$ cat src/rtl/argmin_pkg.sv
// Shared types and the node compare rule for the arg-min/arg-max reducer.
package argmin_pkg;

  localparam int IDX_MAX_W   = 6;
  localparam int SCORE_MAX_W = 16;

  localparam logic MODE_MIN = 1'b0;
  localparam logic MODE_MAX = 1'b1;

  typedef struct packed {
    logic                   active;
    logic [IDX_MAX_W-1:0]   idx;
    logic [SCORE_MAX_W-1:0] val;
  } cand_t;

  // a is always the left child, so it carries the lower lane indices.
  // The idx compare on ties keeps the rule correct even if that changes.
  function automatic cand_t pick(input cand_t a, input cand_t b, input logic mode);
    cand_t w;
    w = a;
    if (!a.active && b.active) begin
      w = b;
    end else if (a.active && b.active) begin
      if (a.val == b.val)
        w = (b.idx < a.idx) ? b : a;
      else if (mode == MODE_MAX)
        w = (b.val > a.val) ? b : a;
      else
        w = (b.val < a.val) ? b : a;
    end
    return w;
  endfunction

  // Number of entries alive at tree level lvl for n input lanes.
  function automatic int level_size(input int n, input int lvl);
    return (n + (1 << lvl) - 1) >> lvl;
  endfunction

endpackage

$ cat src/rtl/argmin_node.sv
// One registered tree node: keeps the better of two candidates when the pipe advances.
module argmin_node
  import argmin_pkg::*;
(
  input  logic  clk_in,
  input  logic  rst_in,
  input  logic  adv,
  input  logic  mode,
  input  cand_t a,
  input  cand_t b,
  output cand_t q
);

  // Register the winner; hold while the pipeline is stalled.
  always_ff @(posedge clk_in) begin
    if (rst_in)
      q <= '0;
    else if (adv)
      q <= pick(a, b, mode);
  end

endmodule

$ cat src/rtl/argmin_tree.sv
// Pipelined arg-min/arg-max over N lanes with valid/ready flow control.
// One tree level per register stage; mode and valid ride alongside the data.
module argmin_tree
  import argmin_pkg::*;
#(
  parameter int N  = 7,
  parameter int W  = 9,
  parameter int IW = $clog2(N),
  parameter int CW = $clog2(N + 1),
  parameter int L  = $clog2(N)
) (
  input  logic                clk_in,
  input  logic                rst_in,
  input  logic [N-1:0][W-1:0] vals_in,
  input  logic [CW-1:0]       count_in,
  input  logic                mode_in,
  input  logic                valid_in,
  output logic                ready_out,
  output logic                valid_out,
  input  logic                ready_in,
  output logic [IW-1:0]       index_out,
  output logic [W-1:0]        value_out,
  output logic                empty_out
);

  cand_t         stage [L+1][N];
  logic [L:1]    sv;
  logic [L:1]    sm;
  logic [CW-1:0] cnt_c;
  logic          adv;
  logic          hit;
  cand_t         fin;

  // Single global enable: the whole pipe moves unless a result is stuck at the output.
  assign adv       = !sv[L] || ready_in;
  assign ready_out = adv;

  assign cnt_c = (count_in > CW'(N)) ? CW'(N) : count_in;

  for (genvar i = 0; i < N; i++) begin : g_lane
    assign stage[0][i] = '{active: (CW'(i) < cnt_c),
                           idx:    IDX_MAX_W'(i),
                           val:    SCORE_MAX_W'(vals_in[i])};
  end

  // Valid and mode shift along with the tree levels; bubbles travel as sv=0.
  always_ff @(posedge clk_in) begin
    if (rst_in) begin
      sv <= '0;
      sm <= '0;
    end else if (adv) begin
      for (int l = L; l > 1; l--) begin
        sv[l] <= sv[l-1];
        sm[l] <= sm[l-1];
      end
      sv[1] <= valid_in;
      sm[1] <= mode_in;
    end
  end

  for (genvar l = 1; l <= L; l++) begin : g_lvl
    localparam int NP = level_size(N, l - 1);
    localparam int NC = level_size(N, l);
    logic mode_l;

    if (l == 1) begin : g_m0
      assign mode_l = mode_in;
    end else begin : g_mn
      assign mode_l = sm[l-1];
    end

    for (genvar j = 0; j < N; j++) begin : g_node
      if (2 * j + 1 < NP) begin : g_pair
        argmin_node u_node (
          .clk_in (clk_in),
          .rst_in (rst_in),
          .adv    (adv),
          .mode   (mode_l),
          .a      (stage[l-1][2*j]),
          .b      (stage[l-1][2*j+1]),
          .q      (stage[l][j])
        );
      end else if (j < NC) begin : g_pass
        // Unpaired entry: against an inactive partner the node simply re-registers a.
        argmin_node u_pass (
          .clk_in (clk_in),
          .rst_in (rst_in),
          .adv    (adv),
          .mode   (mode_l),
          .a      (stage[l-1][2*j]),
          .b      ('0),
          .q      (stage[l][j])
        );
      end else begin : g_none
        assign stage[l][j] = '0;
      end
    end
  end

  // An inactive winner at the root means every lane was masked: report empty with zeros.
  assign fin       = stage[L][0];
  assign hit       = sv[L] && fin.active;
  assign valid_out = sv[L];
  assign empty_out = sv[L] && !fin.active;
  assign index_out = hit ? fin.idx[IW-1:0] : '0;
  assign value_out = hit ? fin.val[W-1:0]  : '0;

endmodule

$ cat config.mk
export PLATFORM = sky130hd
export DESIGN_NAME = argmin_tree
export DESIGN_NICKNAME = d
export VERILOG_FILES = /design/src/rtl/argmin_pkg.sv /design/src/rtl/argmin_node.sv /design/src/rtl/argmin_tree.sv
export SDC_FILE = /design/constraint.sdc
export NUM_CORES = 1
export LEC_CHECK = 0
export BUFFER_PORTS_ARGS = -buffer_cell sky130_fd_sc_hd__buf_2
export CORE_MARGIN = 2
export CORE_UTILIZATION = 46
export DETAILED_ROUTE_END_ITERATION = 10
export PLACE_DENSITY = 0.69
export SLEW_MARGIN = 20
export SYNTH_ARGS = -nofsm -noshare
export SYNTH_HDL_FRONTEND = slang
export SYNTH_SLANG_ARGS = --single-unit
$ cat constraint.sdc
create_clock -name clk_in -period 3 [get_ports clk_in]
set_input_delay 0 -clock clk_in [delete_from_list [all_inputs] [get_ports clk_in]]
set_output_delay 0 -clock clk_in [all_outputs]
set_load 0.02 [all_outputs]
==> summary.md, run 1 <==
| Metric | Value |
|---|---|
| Hold endpoint | g_lvl[1].g_node[1].g_pair.u_node.q[8] |
| Layout cell share with drive strength beyond 1 | between 10% and 20% |
| Routability congestion estimate | slightly above 0.9 |
| Top FF cell, synth | dfxtp_1 |
| Die H | ~120 um |
| Initial Util | 47.5% |
| Class of the worst hold path | in2reg |
| Vias per cell | roughly 5.7 |
| Die X | 119 um |
| Status | completed |
| CTS root buffer | clkbuf_16 |
| Initial antenna violation count | 0 |
| Final period utilization | between 80% and 90% |
| Yosys warns | 0 |
| Largest net degree at the start of global routing | 57 |
| Fill count | approximately 1200 |
| Gr ovfl total | 0 |
| R2r setup slk | between 0.3 and 0.4 ns |
| Post-synth EDFFs | 0 |
| CP Data Arrival Time | about 2.8 ns |
| Slew Limit Fails | 0 |
| Seq/Total Area, Yosys | between 20% and 30% |
| GRT Total Usage | roughly a quarter |
| First-pass GRT wire length | around 27 mm |
| Top post-synthesis cells by area | dfxtp_1 29%, ha_1 13%, mux2i_1 7.6% |
| Vias in the first global route | 5594 |
| Cell count of the worst reg-to-reg path | 6 |
| Sw Pwr | just over 1000 uW |
| Wirelength per Cell | ~16 um |
| Drt drc | 0 |
| Core ar. | approximately 13000 um^2 |
| Final nets | around 1000 |
| Clk Latency, worst-skew pair | roughly 0.34 ns |
| Fmax | approximately 380 MHz |
| CTS tree | yes |
| Synth unique cells | 63 |
| # diodes | 0 |
| Switching part of the total | 31.5% |
| Clock Sinks | 87 |
| Top cell type's share of synthesized area | between 20% and 30% |
| Post-CTS Resized | 0 |
| Cell Int Power | between 2000 and 2500 uW |
| Max H-tree Level | 3 |
| ANT nets after route | 0 |
| Clock Skew | roughly 0.0081 ns |
| Gate count of the mapped netlist | approximately 760 |
| Die area | 14100 um^2 |
| Post-synth ARST share | 0% |
| Hold depth | 3 |
| Cell area after synthesis | 6050 um^2 |
| Initial drt markers | 341 |
| Final worst path period need | 2.62 ns |
| Post-route setup TNS | 0 ns |
| Cts hold-fix bufs | 13 |
| Post-Syn Nets | 896 |
| DP HPWL | ~12 mm |
| P per Cell Area | around 460 nW/um^2 |
| Worst R2R Start | sv[3] |
| CP max FO | between 40 and 50 |
| Hold path start | vals_in[26] |
| Total power draw | ~3200 uW |
| Longest Clk Path Bufs | 2 |
| Max_cap viols | 0 |
| CP Launch Type | register |
| I/O Buffers | 85 |
| Max VDD drop | between 200 and 300 uV |
| 1st-pass router iterations | 5 |
| Combinational power share | about a quarter |
| RSZ-0062 raised after global routing | no |
| Critical path endpoint category | register |
| Yosys reg bits | just under 90 |
| Leak | 0.00317 uW |
| Reg clk slew, reported paths | approximately 0.060 ns |
| Setup repair bufs after CTS | 0 |
| CP Class | reg2reg |
| CP Data Required Time | between 3 and 4 ns |
| Worst R2R End | g_lvl[1].g_node[3].g_pass.u_pass.q[22] |
| Clock power frac | 33.1% |
| Synth area leader | dfxtp_1 |
| Sequential share of power | between 40% and 50% |
| Area delta synth->final | 16.3% |
| Worst slew margin | about half |
| Total number of vias | just under 6000 |
| # IOs | 86 |
| Finish-stage setup viols | 0 |
| Tightest Pin Transition | roughly 0.75 ns |
| Row Count | 41 |
| CTS buffer count | 9 |
| Routed wire length | between 15 and 20 mm |
| Average size of a mapped cell | ~7.9 um^2 |
| Final Hold Vio Count | 0 |
## routing by layer
metal  up-vias  wire length, um  share of wire, %  track usage [%]
met5         -                0                 0                0
met4         0              383               2.4             8.33
met3        26              881               5.5             3.72
met2       185             7470                47             39.2
met1      2656             7260                45             31.3
li1       2907                -                 -                -
## worst max-delay path, stage by stage, from the launching register on
cell           delay (ns)
dfxtp_1              0.53
nor2b_4              0.23
clkinv_2             0.49
buf_4                0.46
nand4_1              0.13
dlygate4sd3_1        0.55
a21oi_1              0.07
## final cells by class
type                    count  area [um^2]  area share (%)
clock buffers              12          256            3.65
clock inverters             4         30.0           0.427
inverters                  68          256            3.65
multi-input cells         563         3860            54.9
flip-flops and latches     87         1740            24.8
well taps                 172          215            3.06
repair buffers            113          668            9.50
## worst max-delay path by stage
stage                                                   to  cells past startpoint  slack [ns]                             startpoint
global route        g_lvl[1].g_node[3].g_pass.u_pass.q[22]                      6        0.14                                  sv[3]
floorplan            g_lvl[2].g_node[1].g_pair.u_node.q[7]                      9        0.64  g_lvl[1].g_node[2].g_pair.u_node.q[8]
global placement     g_lvl[2].g_node[1].g_pair.u_node.q[4]                      9        0.44  g_lvl[1].g_node[3].g_pass.u_pass.q[8]
finish              g_lvl[1].g_node[3].g_pass.u_pass.q[22]                      6        0.38                                  sv[3]
CTS                 g_lvl[1].g_node[3].g_pass.u_pass.q[22]                      6        0.37                                  sv[3]
detailed placement   g_lvl[2].g_node[0].g_pair.u_node.q[1]                     10        0.41  g_lvl[1].g_node[0].g_pair.u_node.q[7]
## sequential cells by signal, summed over array words and instances (netlist names)
register and flops:
sv 3, g_lvl.g_node.g_pass.u_pass.q 10, g_lvl.g_node.g_pair.u_node.q 72, sm 2
## through the flow
stage / setup WS (ns) / hold slack [ns] / std cells / instance area, um^2 / util [%]
after CTS: 0.373 / 0.00917 / 1019 / 7030 / 55.3
after floorplan: 0.640 / 0.140 / 764 / 6050 / -
after global routing: 0.139 / 0.0360 / 1019 / 7030 / 55.3
after global placement: 0.442 / 0.247 / 990 / 6610 / 52.0
after detailed placement: 0.410 / 0.254 / 990 / 6610 / 52.0
final: 0.377 / 0.0128 / 1019 / 7030 / 55.3
## cells by family (layout without fill, tap and decap cells)
group	count (synthesis)	after routing	synth area share, %
and+or+nand+nor	234	234	17.5
adders and majority gates	61	61	12.6
AOI/OAI and AO/OA	217	217	25.2
DFF	87	87	28.8
xor gates and xnor gates	2	2	0.290
buffers and inverters	114	197	7.45
muxes	49	49	8.17
## placed cells by master (no fill, tap or decap), drive strengths merged, types with 4 or more instances in the layout
master / Yosys / layout
buf: 10 / 100
nor2: 88 / 88
dfxtp: 87 / 87
nand2: 71 / 71
inv: 68 / 67
ha: 61 / 61
a21oi: 58 / 58
mux2i: 46 / 46
a211oi: 46 / 46
o21ai: 29 / 29
and3: 14 / 14
dlygate4sd3: 0 / 13
clkbuf: 36 / 12
o221ai: 10 / 10
nand3: 9 / 9
nor3: 9 / 9
nand4: 8 / 8
o22ai: 8 / 8
and2: 8 / 8
o31ai: 8 / 8
nand2b: 7 / 7
a21o: 7 / 7
a2111oi: 6 / 6
o21bai: 6 / 6
nor2b: 6 / 6
a221oi: 6 / 6
o211ai: 5 / 5
a311oi: 5 / 5
o311ai: 4 / 4
a211o: 4 / 4
clkinv: 0 / 4
## power groups by stage
| stage | clock [uW] | combinational (uW) | sequential (uW) |
|---|---|---|---|
| finish | 1070 | 815 | 1340 |
| global route | 1150 | 913 | 1360 |
| CTS | 1090 | 813 | 1340 |
| detailed placement | 0 | 795 | 1370 |
| global placement | 0 | 769 | 1360 |
| floorplan | 0 | 592 | 1320 |
## cell usage after synthesis (2+ instances only)
cell,number
nand3b_1,3
a311oi_1,5
nand3_1,9
nor2b_1,6
o221ai_1,10
o21ai_0,27
nor4_1,2
o31ai_1,7
o21bai_1,6
a21o_1,7
o21a_1,3
a211o_1,4
o211ai_1,5
a2111oi_0,6
o22ai_1,8
nor2_1,88
dfxtp_1,87
buf_1,4
and3_1,14
or3_1,3
a221oi_1,5
buf_2,2
mux2i_1,46
a211oi_1,44
nand4_1,8
o311ai_0,4
a211oi_2,2
buf_4,3
nand2_1,71
a32oi_1,2
mux2_2,2
a22o_1,3
inv_1,67
and2_1,7
nand2b_1,7
clkbuf_1,35
a21oi_1,58
nor3_1,9
ha_1,61
No activity file was read; power rests on OpenSTA's default activity.
==> run 2, diff against run 1 <==
==> constraint.sdc (replaced) <==
create_clock -name clk_in -period 3 [get_ports clk_in]
set_input_delay 0.3 -clock clk_in [delete_from_list [all_inputs] [get_ports clk_in]]
set_output_delay 0.3 -clock clk_in [all_outputs]
set_load 0.02 [all_outputs]
==> summary.md, run 2 (synthesis gave the netlist of run 1 again) <==
| Metric | Value |
|---|---|
| Longest Clk Path Bufs | 2 |
| Core ar. | ~13000 um^2 |
| Vias per cell | about 5.7 |
| Highest layer used for signal routing | met4 |
| Clock Sinks | 87 |
| Metal2 WL | 7.27 mm |
| Setup repair bufs after CTS | 0 |
| Post-CTS Resized | 0 |
| Finish-stage setup viols | 0 |
| Max_cap viols | 0 |
| Max VDD drop | ~220 uV |
| Util after Layout | between 50% and 60% |
| Worst setup path startpoint | g_lvl[1].g_node[2].g_pair.u_node.q[8] |
| Tightest Pin Transition | 0.578 ns |
| Row Count | 41 |
| Placed cell areas | approximately 6600 um^2 |
| CP Launch Type | register |
| Layout cell share with drive strength beyond 1 | about 15% |
| Initial drt markers | 350 |
| Cts hold-fix bufs | 0 |
| M1 WL | between 7 and 8 mm |
| Final period utilization | between 80 and 90% |
| Slew Limit Fails | 0 |
| CP Data Arrival Time | approximately 2.8 ns |
| Status | completed |
| Final nets | 961 |
| Most frequent cells in the layout | 88 x nor2_1, 87 x dfxtp_1, 85 x buf_2, 71 x nand2_1, 67 x inv_1 |
| Wirelength per Cell | between 15 and 20 um |
| Class of the worst hold path | in2reg |
| Commonest non-fill, non-tap cell in the layout | nor2_1 |
| Critical path endpoint category | register |
| DP HPWL | 12.3 mm |
| Vias in the first global route | around 5400 |
| Routability congestion estimate | 0.953 |
| Max FFs per register | 72 |
| Gr ovfl total | 0 |
| Max H-tree Level | 3 |
| # IOs | 86 |
| Die X | 119 um |
| Reg clk slew, reported paths | around 0.060 ns |
| Area delta synth->final | 13.6% |
| Clk Latency, worst-skew pair | ~0.34 ns |
| First-pass GRT wire length | ~26 mm |
| 1st-pass router iterations | 5 |
| Wire length on met3 | between 700 and 800 um |
| Fmax | around 390 MHz |
| Top flop regs | g_lvl.g_node.g_pair.u_node.q: 72 flops, g_lvl.g_node.g_pass.u_pass.q: 10 flops, sv: 3 flops |
| CP Data Required Time | 3.20 ns |
| Worst setup path endpoint | g_lvl[2].g_node[1].g_pair.u_node.q[1] |
| DP Worst Slack | roughly 0.45 ns |
| Initial Util | between 40% and 50% |
| CP Class | reg2reg |
| GRT Total Usage | 22.9% |
| Clock Skew | 0.00667 ns |
| Die area | 14100 um^2 |
| Total power draw | around 3100 uW |
| Design area | 6870 um^2 |
| CTS buffer count | 9 |
| CTS tree | yes |
| Worst R2R End | g_lvl[2].g_node[1].g_pair.u_node.q[1] |
| CP max FO | 6 |
| Die H | 119 um |
| Setup ws final | between 0.4 and 0.5 ns |
| RSZ-0062 raised after global routing | no |
| I/O Buffers | 85 |
| Final worst path period need | between 2 and 3 ns |
| P per Cell Area | between 400 and 500 nW/um^2 |
| Drt drc | 0 |
| Routed wire length | about 16 mm |
| R2r setup slk | 0.42 ns |
| Total number of vias | between 5000 and 6000 |
| Initial antenna violation count | 0 |
| Worst R2R Start | g_lvl[1].g_node[2].g_pair.u_node.q[8] |
| Leak | ~0.0031 uW |
| Top reg by flops | g_lvl.g_node.g_pair.u_node.q |
| Largest net degree at the start of global routing | 57 |
| Worst slew margin | 60.4% |
| Cell count of the worst reg-to-reg path | 9 |
| CTS root buffer | clkbuf_16 |
| Final Hold Vio Count | 0 |
| ANT nets after route | 0 |
| # diodes | 0 |
| Post-route setup TNS | 0 ns |
==> run 2: critical path: stages (launching register included) <==
cell,delay (ns)
dfxtp_1,0.39
inv_1,0.09
ha_1,0.29
and3b_1,0.20
a221o_1,0.34
and2_4,0.17
a221oi_4,0.35
o21ai_4,0.18
mux2i_1,0.32
a211oi_1,0.12
==> run 2: power by group <==
group / total, uW / internal (uW) / switching, uW
logic: 801 / 350 / 451
clock network: 990 / 545 / 445
registers: 1340 / 1240 / 99.8
total: 3130 / 2140 / 996
==> run 2: final cells by class <==
| class | instances | area (um^2) |
|---|---|---|
| Fill cell | 1254 | 5860 |
| Multi-Input combinational cell | 563 | 3860 |
| Sequential cell | 87 | 1740 |
| Timing Repair Buffer | 100 | 538 |
| Inverter | 68 | 256 |
| Clock buffer | 9 | 225 |
| Tap cell | 172 | 215 |
| Clock inverter | 5 | 27.5 |
==> run 2: how the worst min path moves through the flow <==
stage,start,to,slack [ns],cells after the start
2_1_floorplan,g_lvl[3].g_node[0].g_pair.u_node.q[6],g_lvl[3].g_node[0].g_pair.u_node.q[6],0.43,2
3_3_place_gp,sv[2],sv[2],0.44,2
3_5_place_dp,sv[2],sv[2],0.45,2
4_1_cts,vals_in[57],g_lvl[1].g_node[3].g_pass.u_pass.q[3],0.19,3
5_1_grt,vals_in[57],g_lvl[1].g_node[3].g_pass.u_pass.q[3],0.20,3
6_report,vals_in[59],g_lvl[1].g_node[3].g_pass.u_pass.q[5],0.20,3
==> run 2: per-stage QoR <==
stage | instances | hold slack (ns)
global placement | 990 | 0.442
global route | 1004 | 0.197
floorplan | 764 | 0.428
detailed placement | 990 | 0.446
CTS | 1004 | 0.191
finish | 1004 | 0.196
==> run 2: layer usage <==
| layer | global-route usage, % | vias to the layer above |
|---|---|---|
| met2 | 37.1 | 170 |
| met1 | 30.8 | 2691 |
| met3 | 3.09 | 24 |
| li1 | - | 2871 |
| met4 | 9.08 | 0 |
| met5 | 0 | - |
==> run 3, diff against run 2 <==
--- a/config.mk
+++ b/config.mk
@@ -10,6 +10,7 @@
 export CORE_UTILIZATION = 46
 export DETAILED_ROUTE_END_ITERATION = 10
 export PLACE_DENSITY = 0.69
+export REMOVE_ABC_BUFFERS = 1
 export SLEW_MARGIN = 20
 export SYNTH_ARGS = -nofsm -noshare
 export SYNTH_HDL_FRONTEND = slang
==> summary.md, run 3 (synthesis gave the netlist of run 1 again) <==
| Metric | Value |
|---|---|
| Status | completed |
| Delay of the slowest cell on the worst path | a little under 0.4 ns |
| Cell Chain, Critical Path | inv_1, ha_1, and3b_1, a221o_1, and2_4, a221oi_4, a21boi_2, mux2_1, a21o_1 |
| Slowest-stage cell, CP | dfxtp_1 |
| Post-CTS Resized | 0 |
| Max VDD drop | 340 uV |
| Drt drc | 0 |
| GRT Total Usage | ~23% |
| Final worst path period need | 2.55 ns |
| RSZ-0062 raised after global routing | no |
| Die H | between 100 and 150 um |
| Leak | about 0.0031 uW |
| CP Data Arrival Time | 2.78 ns |
| CTS root buffer | clkbuf_16 |
| CTS buffer count | 9 |
| CTS tree | yes |
| CP Launch Type | register |
| Slew Limit Fails | 0 |
| Initial drt markers | about 420 |
| DP HPWL | between 10 and 15 mm |
| Wirelength per Cell | 15.8 um |
| 1st-pass router iterations | 5 |
| Post-Layout Cell Count | roughly 1000 |
| Class of the worst hold path | in2reg |
| Initial Util | 47.5% |
| Setup repair bufs after CTS | 0 |
| Clock Skew | about 0.0075 ns |
| Max FFs per register | 72 |
| Vias in the first global route | 5616 |
| ANT nets after route | 0 |
| Routed wire length | 15.9 mm |
| CP Class | reg2reg |
| Dpl cells | ~990 |
| Gr ovfl total | 0 |
| Clk Latency, worst-skew pair | about 0.34 ns |
| Vias per cell | between 5 and 6 |
| Critical path endpoint category | register |
| Top flop regs | g_lvl.g_node.g_pair.u_node.q: 72 flops, g_lvl.g_node.g_pass.u_pass.q: 10 flops, sv: 3 flops |
| CP Data Required Time | 3.24 ns |
| Reg clk slew, reported paths | about 0.07 ns |
| Util after Layout | around 54% |
| Row Count | between 40 and 50 |
| Core ar. | around 13000 um^2 |
| Fill count | approximately 1200 |
| Most frequent cells in the layout | 88 x nor2_1, 87 x dfxtp_1, 85 x buf_2, 71 x nand2_1, 67 x inv_1 |
| Worst slew margin | roughly three fifths |
| Top reg by flops | g_lvl.g_node.g_pair.u_node.q |
| Initial antenna violation count | 0 |
| Tightest Pin Transition | roughly 0.57 ns |
| Layout cell share with drive strength beyond 1 | 15.1% |
| Die X | 119 um |
| Routability congestion estimate | a little under 1 |
| Finish-stage setup viols | 0 |
| Max_cap viols | 0 |
| Area delta synth->final | 13.9% |
| Total number of vias | roughly 5700 |
| CP top delay family | compound AO/OA/AOI/OAI gates |
| # IOs | 86 |
| Cts hold-fix bufs | 0 |
| I/O Buffers | 85 |
| Final Hold Vio Count | 0 |
| Die area | approximately 14000 um^2 |
| Setup ws final | around 0.45 ns |
| Final nets | roughly 960 |
| First-pass GRT wire length | around 27 mm |
| Clock Sinks | between 80 and 90 |
| # diodes | 0 |
| Final period utilization | between 80 and 90% |
| Fmax | 393 MHz |
| CP max FO | 6 |
| Critical path buffer and inverter count | 1 |
| P per Cell Area | roughly 460 nW/um^2 |
| Largest net degree at the start of global routing | 65 |
| Longest Clk Path Bufs | 2 |
| DP Worst Slack | approximately 0.44 ns |
| Commonest non-fill, non-tap cell in the layout | nor2_1 |
| Max H-tree Level | 3 |
run 3: power by group:
part	internal, uW	switching (uW)	leakage, uW
combinational	349	448	0.00225
clock	564	483	0.000125
sequential	1240	101	0.000719
total	2160	1030	0.00310
run 3: worst paths after layout:
path | start | end | slack, ns | depth (start not counted)
worst min-delay path | vals_in[55] | g_lvl[1].g_node[3].g_pass.u_pass.q[1] | 0.19 | 3
worst max-delay path | g_lvl[1].g_node[2].g_pair.u_node.q[8] | g_lvl[2].g_node[1].g_pair.u_node.q[7] | 0.45 | 9
worst max register to register | g_lvl[1].g_node[2].g_pair.u_node.q[8] | g_lvl[2].g_node[1].g_pair.u_node.q[7] | 0.45 | 9
worst min register to register | sv[2] | sv[2] | 0.46 | 2
run 3: area by class of cell:
type / count / area [um^2] / share of cell area (%)
clock buffers: 10 / 229 / 3.33
clock inverters: 6 / 45.0 / 0.654
inverters: 68 / 256 / 3.73
multi-input cells: 563 / 3860 / 56.1
flip-flops and latches: 87 / 1740 / 25.3
well taps: 172 / 215 / 3.13
repair buffers: 98 / 536 / 7.78
run 3: worst min-delay path, stage by stage:
cell,delay [ns]
buf_2,0.09
nand2_1,0.05
a21oi_1,0.05
run 3: routing by layer:
| metal | up-vias | GRT usage, % | part of all wire (%) | wire, um |
|---|---|---|---|---|
| li1 | 2881 | - | - | - |
| met1 | 2650 | 31.0 | 47 | 7410 |
| met2 | 173 | 38.5 | 48 | 7570 |
| met3 | 12 | 2.75 | 4.7 | 749 |
| met4 | 0 | 7.59 | 1.2 | 185 |
| met5 | - | 0 | 0 | 0 |
run 3: per-stage QoR:
stage | area (um^2) | TNS [ns] | hold WS (ns) | power [uW]
finish | 6890 | 0 | 0.195 | 3190
global route | 6890 | 0 | 0.198 | 3370
detailed placement | 6610 | 0 | 0.452 | 2150
CTS | 6890 | 0 | 0.188 | 3190
floorplan | 5850 | -106.73 | 0.365 | 1880
global placement | 6610 | 0 | 0.440 | 2120
